**config.mk**
```make
export PLATFORM = sky130hd
export DESIGN_NAME = multicycle_controller
export DESIGN_NICKNAME = d
export VERILOG_FILES = /design/src/rtl/multicycle_controller.sv
export SDC_FILE = /design/constraint.sdc
export NUM_CORES = 1
export LEC_CHECK = 0
export CORE_AREA = 2 2 39 41
export DETAILED_ROUTE_END_ITERATION = 6
export DIE_AREA = 0 0 41 43
export DONT_BUFFER_PORTS = 1
export PLACE_DENSITY_LB_ADDON = 0.3
export SETUP_SLACK_MARGIN = 0.05
export SYNTH_ARGS = -nofsm -noshare
export SYNTH_HDL_FRONTEND = slang
export SYNTH_SLANG_ARGS = --single-unit
```
**constraint.sdc**
```tcl
create_clock -name clk -period 3.55 [get_ports clk]
set_clock_uncertainty 0.1 [all_clocks]
set_input_delay 0.355 -clock clk [delete_from_list [all_inputs] [get_ports clk]]
set_output_delay 0.355 -clock clk [all_outputs]
set_load 0.005 [all_outputs]
```
**src/rtl/multicycle_controller.sv**
```systemverilog
// Multicycle MIPS-subset control unit: a Moore FSM that sequences the shared
// ALU and unified memory. It also holds the main ALU-control decoder and the
// PC-enable logic.
module multicycle_controller #(
   parameter bit SUPPORT_BNE = 1'b1
) (
   input  logic       clk,
   input  logic       reset,
   input  logic [5:0] op,
   input  logic [5:0] funct,
   input  logic       zero,
   output logic       pcen,
   output logic       memwrite,
   output logic       irwrite,
   output logic       regwrite,
   output logic       iord,
   output logic       memtoreg,
   output logic       regdst,
   output logic       alusrca,
   output logic [1:0] alusrcb,
   output logic [1:0] pcsrc,
   output logic [2:0] alucontrol,
   output logic [3:0] state_o
);

   localparam logic [5:0] OpRtype = 6'b000000;
   localparam logic [5:0] OpJ     = 6'b000010;
   localparam logic [5:0] OpBeq   = 6'b000100;
   localparam logic [5:0] OpBne   = 6'b000101;
   localparam logic [5:0] OpAddi  = 6'b001000;
   localparam logic [5:0] OpLw    = 6'b100011;
   localparam logic [5:0] OpSw    = 6'b101011;

   typedef enum logic [3:0] {
      StFetch   = 4'd0,
      StDecode  = 4'd1,
      StMemAdr  = 4'd2,
      StMemRd   = 4'd3,
      StMemWb   = 4'd4,
      StMemWr   = 4'd5,
      StExecute = 4'd6,
      StAluWb   = 4'd7,
      StBranch  = 4'd8,
      StAddiEx  = 4'd9,
      StAddiWb  = 4'd10,
      StJump    = 4'd11
   } state_e;

   state_e     state_q, state_d;
   logic [1:0] aluop;
   logic       pcwrite;
   logic       branch;
   logic       bne;

   // State register; reset abandons any in-flight instruction.
   always_ff @(posedge clk) begin
      if (reset) state_q <= StFetch;
      else       state_q <= state_d;
   end

   // Next-state logic.
   always_comb begin
      state_d = StFetch;
      case (state_q)
         StFetch:  state_d = StDecode;
         StDecode: begin
            case (op)
               OpLw, OpSw: state_d = StMemAdr;
               OpRtype:    state_d = StExecute;
               OpBeq:      state_d = StBranch;
               OpBne:      state_d = SUPPORT_BNE ? StBranch : StFetch;
               OpAddi:     state_d = StAddiEx;
               OpJ:        state_d = StJump;
               // Illegal opcode: PC already advanced in FETCH, just skip it.
               default:    state_d = StFetch;
            endcase
         end
         StMemAdr:  state_d = (op == OpLw) ? StMemRd : StMemWr;
         StMemRd:   state_d = StMemWb;
         StExecute: state_d = StAluWb;
         StAddiEx:  state_d = StAddiWb;
         default:   state_d = StFetch;
      endcase
   end

   // Moore outputs decoded from the current state only.
   always_comb begin
      memwrite = 1'b0;
      irwrite  = 1'b0;
      regwrite = 1'b0;
      iord     = 1'b0;
      memtoreg = 1'b0;
      regdst   = 1'b0;
      alusrca  = 1'b0;
      alusrcb  = 2'b00;
      pcsrc    = 2'b00;
      aluop    = 2'b00;
      pcwrite  = 1'b0;
      branch   = 1'b0;
      bne      = 1'b0;
      case (state_q)
         StFetch: begin
            alusrcb = 2'b01;
            irwrite = 1'b1;
            pcwrite = 1'b1;
         end
         StDecode: alusrcb = 2'b11;
         StMemAdr, StAddiEx: begin
            alusrca = 1'b1;
            alusrcb = 2'b10;
         end
         StMemRd: iord = 1'b1;
         StMemWb: begin
            memtoreg = 1'b1;
            regwrite = 1'b1;
         end
         StMemWr: begin
            iord     = 1'b1;
            memwrite = 1'b1;
         end
         StExecute: begin
            alusrca = 1'b1;
            aluop   = 2'b10;
         end
         StAluWb: begin
            regdst   = 1'b1;
            regwrite = 1'b1;
         end
         StBranch: begin
            alusrca = 1'b1;
            aluop   = 2'b01;
            pcsrc   = 2'b01;
            branch  = (op == OpBeq);
            bne     = SUPPORT_BNE && (op == OpBne);
         end
         StAddiWb: regwrite = 1'b1;
         StJump: begin
            pcsrc   = 2'b10;
            pcwrite = 1'b1;
         end
         default: ;
      endcase
   end

   // ALU control decode; unknown combinations fall back to add.
   always_comb begin
      alucontrol = 3'b010;
      case (aluop)
         2'b01: alucontrol = 3'b110;
         2'b10: begin
            case (funct)
               6'b100010: alucontrol = 3'b110;
               6'b100100: alucontrol = 3'b000;
               6'b100101: alucontrol = 3'b001;
               6'b101010: alucontrol = 3'b111;
               default:   alucontrol = 3'b010;
            endcase
         end
         default: alucontrol = 3'b010;
      endcase
   end

   assign pcen    = pcwrite | (branch & zero) | (bne & ~zero);
   assign state_o = state_q;

endmodule

```
* After elaboration in Yosys (flattened, before gate mapping)
Index checks and enable logic that the tools add are counted.
W data, S select, Z words.
** Cells by class
- Muxes and demuxes :: 18
- Bitwise logic cells :: 5
- Reduce and logical (&&, ||, !) cells :: 9
- Eq/ne operators :: 23
** Operators by type and width (count)
- $eq A6 B6 Y1 const B :: 6
- $pmux W4 S6 :: 1
- $pmux W4 S5 :: 1
- $eq A4 B3 Y1 const B :: 4
- $eq A4 B4 Y1 const B :: 4
- $eq A6 B3 Y1 const B :: 2
- $pmux W3 S4 :: 1
- $mux W1 :: 10
- $reduce_or A2 Y1 :: 5
- $eq A4 B2 Y1 const B :: 2
- $pmux W2 S2 :: 2
- $eq A6 B2 Y1 const B :: 1
- $eq A6 B4 Y1 const B :: 1
- $logic_not A6 Y1 :: 1
- $pmux W2 S3 :: 1
- $pmux W3 S2 :: 1
- $eq A4 B1 Y1 const B :: 1
- $logic_not A4 Y1 :: 1
- $reduce_or A4 Y1 :: 1
- $mux W3 :: 1
- $reduce_or A3 Y1 :: 1
- $and A1 B1 Y1 :: 2
- $eq A2 B1 Y1 const B :: 1
- $eq A2 B2 Y1 const B :: 1
- 2 further kinds :: 3
** Storage, ports and cells
- Logic and storage cells :: 56
- Input port bits :: 15
- Output and inout bits :: 19
- Register bits after elaboration :: 4

* Longest topological paths before layout
Gate-level depths: netlist of run 1.
- Depth after elaboration :: 5
- Mapped depth :: 7
- Mapped depth without buffers :: 6

* Least setup slack after synthesis of run 1
No wires, ideal clock.
- Kind :: reg2out
- From :: register state_q[1], in the netlist state_o[1]
- To :: output port alucontrol[1]
- Arrival :: 1383 ps
- Path slack :: 1712 ps
- Path buffers :: 1
- Cell stages (with the launch flop) :: 6
- Required time :: 3095 ps
- Path through :: dfxtp_1 -> buf_2 -> nor3_1 -> inv_1 -> ha_1 -> a211o_1
** On the way
- Word-level cells in the longest chain between the ends :: 4
- Elaborated cells on any way between the ends :: 6
- Classes of those cells :: eq/ne: 4; mux: 2
** RTL lines
- from (decl) :: RTL line 49 : state_e state_q, state_d;
- from (signal assigned) :: RTL line 57 : if (reset) state_q <= StFetch;
- from (signal assigned) :: RTL line 58 : else state_q <= state_d;
- $eq A4 B4 Y1 or $eq A4 B3 Y1 (tied branches) :: RTL line 101 : case (state_q)
- $pmux W2 S2 (*) :: RTL line 101
- $eq A2 B2 Y1 or $eq A2 B1 Y1 (tied branches) :: RTL line 148 : case (aluop)
- $pmux W3 S2 (*) :: RTL line 148
- to (decl) :: RTL line 22 : output logic [2:0] alucontrol,
Mark *: on every way between the ends. The rest lies on a longest branch, timed or not.

* Worst setup path after layout of run 1
Same ends and word-level chain as after synthesis.

==> impl_metrics.ini, run 1 <==
[min_path]
hold_start = reset
whs_path_depth = 1
min_path_type = input pin to flip-flop
holdPathEnd = state_o[3]

[clock_network]
numCtsBuffers = 3
clkTransAtPathRegs_ns = 0.04
cts_tree = yes
clock-root-buffer = clkbuf_4
clk_latency_ns = 0.23
cts_resized = 0
htree_levels = 1
cts_hold_buf = 0
cts_buffer_depth = 2
clock_sinks = 4
cts_setup_buffers = 0

[floorplanning]
dieArea_um2 = 1760
ios = 34
rows = 14
die_h_um = 43
core_um2 = 1380
start_util_pct = 40.4
die_w_um = 41

[power]
internal-power_uw = 97.0
seq_power_share_pct = 39.0
powerDensity_nw_per_um2 = 231
clock_power_share_pct = 41.9
vdd_drop_max_uv = 80.5
total_power_uw = 133
power_frac_comb_pct = 19.0
p_leak_nw = 0.180
p_sw_uw = 35.9
p_sw_share_pct = 27.0

[logic_synthesis]
synth_area_um2 = 559
synth_top_area_cell = dfxtp_1
synth_cells = 83
synth.top_cell.area_share_pct = 14.3
synth-seq-area-share_pct = 14.3
synth_fp_nets = 101
ys_ff_latch = 4
yosysWarnings = 0
synth_area_leaders = dfxtp_1, nor2_1, ha_1, nor3_1, xor2_1
synth.distinct_cells = 33
synth_area_per_cell_um2 = 6.74

[final_layout]
nets = 101
largest_reg_flops = 4
layout-drive-gt1-share_pct = 4.94
area_growth_pct = 2.91
multi_input_area_um2 = 445
seq_area_um2 = 80.1
nFillCells = 150
insertedDiodeCount = 0
final_area_um2 = 576
layout_commonest_cell = nor2_1
layout_common_cells = nor2_1, nor3_1, a21oi_1
post-route-util_pct = 41.6

[place]
place_hpwl_um = 1060
place_congestion = 0.797
place_area_um2 = 553
placement.io_buffers = 0

[grt]
grt_max_degree = 17
antenna_found_initial = 0
grt_pass1_vias = 532
grt_usage_pct = 16.6
grt_overflow_total = 0
grt_pass1_wl_um = 2080

[drt]
ant_nets = 0
avgRoutedWirePerCell_um = 14.5
dr.pass1.iters = 4
num_vias = 625
drt-initial-drc-count = 15
drc = 0
avgViaCountPerCell = 6.44
drt_wl_total_um = 1410

[sta]
holdWs_ns = 0.0998
min_period_ns = 2.51
rsz0062_at_grt = false
clock.fmax_ghz = 0.398
hold_viol_final = 0
timing.slew.headroom_pct = 63.0
worst_pin_slew_ns = 0.554
drv_slew = 0
finalSetupViolCount = 0
tns_ns = 0
period_share_pct = 70.8

[critical_path]
reg2reg_depth = 3
end_kind = output pin
r2r-end = state_o[1]
critPathLaunch = state_o[1]
cp_data_required_time_ns = 3.09
cp.arrival_ns = 2.06
rrSetupSlack_ns = 1.78
crit_type = flip-flop to output pin
timing.rr.start = state_o[1]
worstSetupStartpointType = flip-flop
cp_max_fo = 16

[status]
status = finished, final reports clean

[run]
cap_violations = 0
-- kinds of logic after synthesis --
family,synth area share [%]
flip-flops,14.3
adder cells (fa/ha/maj),6.71
AND/OR/NAND/NOR,44.5
XOR/XNOR,6.27
AO/OA/AOI/OAI,22.1
buffers and inverters,6.04
-- critical path: stages, from the launching register on --
cell and delay [ns]:
dfxtp_1 0.66, nand2b_1 0.28, nor2_1 0.20, inv_1 0.08, ha_1 0.31, a211o_1 0.29
-- stage by stage --
stage | worst slack (ns) | std cells
floorplan | 1.71 | 83
CTS | 1.06 | 97
global route | 0.859 | 97
detailed placement | 1.31 | 94
global placement | 1.32 | 94
finish | 1.04 | 97
-- cell usage after synthesis (all sizes together) --
cell type,n
dfxtp,4
o22ai,2
a21oi,5
a211o,1
and2b,1
buf,4
nor3b,3
or3,1
nand2,4
a41oi,1
a22o,1
a22oi,1
a2111oi,1
nor2b,3
nand3,3
clkbuf,1
inv,2
nor4,3
nand3b,2
o21bai,1
ha,3
o31ai,1
o21ai,1
nor2,14
a31oi,2
nor3,6
xnor2,1
or4,1
nand2b,4
a41o,1
nand4,2
xor2,3
-- metal layers --
metal	track usage, %	vias to the layer above	wire (µm)
li1	-	303	-
met1	21.5	288	617
met2	26.3	32	657
met3	1.05	2	108
met4	8.00	0	21
met5	0	-	0
-- final cells by class --
cell class	count	area share, %
Tap cell	16	3.48
Clock buffer	3	3.91
Sequential cell	4	13.9
Multi-Input combinational cell	72	77.4
Inverter	2	1.30
-- worst max path at each step --
stage                    endpoint  slack [ns]  depth (start not counted)
global placement    alucontrol[1]        1.32                          5
detailed placement  alucontrol[1]        1.31                          5
global route        alucontrol[1]        0.86                          5
finish              alucontrol[1]        1.04                          5
CTS                 alucontrol[1]        1.06                          5
floorplan           alucontrol[1]        1.71                          5
-- power by group through the flow --
stage / combinational (mW) / sequential [mW] / clock [mW]
after floorplan: 0.0255 / 0.0487 / 0
after global placement: 0.0250 / 0.0525 / 0
after detailed placement: 0.0252 / 0.0526 / 0
after CTS: 0.0253 / 0.0519 / 0.0590
after global routing: 0.0290 / 0.0527 / 0.0583
final: 0.0253 / 0.0518 / 0.0557
No activity file was read; power rests on OpenSTA's default activity.
==> inputs of run 2 (changes only) <==
Clock period 3.55 ns to 2.25 ns, I/O delays scaled along.
==> impl_metrics.ini, run 2 (synthesis results as in run 1) <==
[drt]
dr.pass1.iters = 4
drt_wl_total_um = 1520
avgRoutedWirePerCell_um = 14.7
ant_nets = 0
drc = 0
num_vias = 667
avgViaCountPerCell = 6.48
drt-initial-drc-count = 32

[clock_network]
clkTransAtPathRegs_ns = 0.04
clock-root-buffer = clkbuf_4
cts_tree = yes
clock_sinks = 4
numCtsBuffers = 3
cts_buffer_depth = 2
clk_latency_ns = 0.24
htree_levels = 1

[critical_path]
cp.arrival_ns = 1.72
reg2reg_depth = 4
slowest_delay_ns = 0.36
end_kind = output pin
worstSetupStartpointType = flip-flop
crit_type = flip-flop to output pin
crit_chain = nand2b_1 > nor2_1 > inv_1 > ha_1 > a211o_1
cp_max_fo = 8
crit_slowest_cell = dfxtp_1
cp_data_required_time_ns = 1.92

[place]
place_hpwl_um = 1150
placement.io_buffers = 0
place_congestion = 0.809

[power]
vdd_drop_max_uv = 120
internal-power_uw = 157
clock_power_share_pct = 42.1
p_sw_uw = 65.1
p_leak_nw = 0.210
seq_power_share_pct = 34.3
power_frac_comb_pct = 23.6
p_sw_share_pct = 29.2
powerDensity_nw_per_um2 = 350

[grt]
antenna_found_initial = 0
grt_pass1_vias = 561
grt_max_degree = 12
grt_overflow_total = 0
grt_pass1_wl_um = 2430
grt_usage_pct = 19.6

[sta]
period_share_pct = 90.9
clock.fmax_ghz = 0.489
rsz0062_at_grt = false
finalSetupViolCount = 0
min_period_ns = 2.04
hold_viol_final = 0
timing.slew.headroom_pct = 72.0
tns_ns = 0
worst_pin_slew_ns = 0.416
drv_slew = 0

[final_layout]
area_growth_pct = 13.6
nets = 107
largest_reg_flops = 4
layout-drive-gt1-share_pct = 12.6
layout_common_cells = nor2_1, nor3_1, a21oi_1, buf_4
insertedDiodeCount = 0
multi_input_area_um2 = 457
nFillCells = 136
seq_area_um2 = 81.3
layout_commonest_cell = nor2_1
post-route-util_pct = 45.9

[status]
status = finished, final reports clean

[floorplanning]
die_h_um = 43
dieArea_um2 = 1760
ios = 34
die_w_um = 41
start_util_pct = 40.4
rows = 14
core_um2 = 1380

[run]
cap_violations = 0

[min_path]
whs_path_depth = 2
min_path_type = input pin to flip-flop
## run 2: path summary, 6_finish.rpt
kind	to	from	slack, ns
max	alucontrol[1]	state_o[3]	0.21
min	state_o[1]	reset	0.09
max reg2reg	state_o[1]	state_o[1]	0.71
min reg2reg	state_o[3]	state_o[0]	0.54
## run 2: per-stage QoR
step           hold WS [ns]  area (µm²)  total power [mW]  setup WS [ns]  cells
2_1_floorplan         0.204         559             0.117          0.542     83
3_3_place_gp          0.213         591             0.126          0.423     99
3_5_place_dp          0.212         591             0.126          0.368     99
4_1_cts              0.0785         623             0.224          0.101    103
5_1_grt               0.102         636             0.237         0.0804    103
6_report             0.0903         636             0.223          0.205    103
## run 2: final cells by class
| cell class | count | share of cell area [%] |
|---|---|---|
| Sequential cell | 4 | 12.8 |
| Timing Repair Buffer | 6 | 7.48 |
| Tap cell | 16 | 3.15 |
| Multi-Input combinational cell | 72 | 71.9 |
| Inverter | 2 | 1.18 |
| Clock buffer | 3 | 3.54 |
## run 2: power by group through the flow
stage                     registers, mW  clock network, mW  logic, mW
after floorplan                  0.0768                  0     0.0403
after global placement           0.0772                  0     0.0484
after detailed placement         0.0773                  0     0.0489
after CTS                        0.0762             0.0969     0.0508
after global routing             0.0769              0.101     0.0596
final                            0.0763             0.0937     0.0525
## run 2: routing by layer
| layer | part of all wire [%] | vias to the layer above | track usage [%] |
|---|---|---|---|
| li1 | - | 316 | - |
| met1 | 40 | 308 | 24.6 |
| met2 | 50 | 41 | 30.3 |
| met3 | 9.8 | 2 | 4.19 |
| met4 | 0.92 | 0 | 9.33 |
| met5 | 0 | - | 0 |
## run 2: worst max-delay path: cells and delay by family (launching register included)
family                   cells  cell delay, ns
adder cells (fa/ha/maj)      1            0.31
AO/OA/AOI/OAI                1            0.29
flip-flops                   1            0.36
buffers and inverters        1            0.08
AND/OR/NAND/NOR              2            0.43
## run 2: repair_timing
action                     4_1_cts  5_1_grt
hold buffers                     1        0
hold endpoints to repair         2        0
setup endpoints to repair        0        3
setup buffers                    0        0
gates resized for setup          0        3
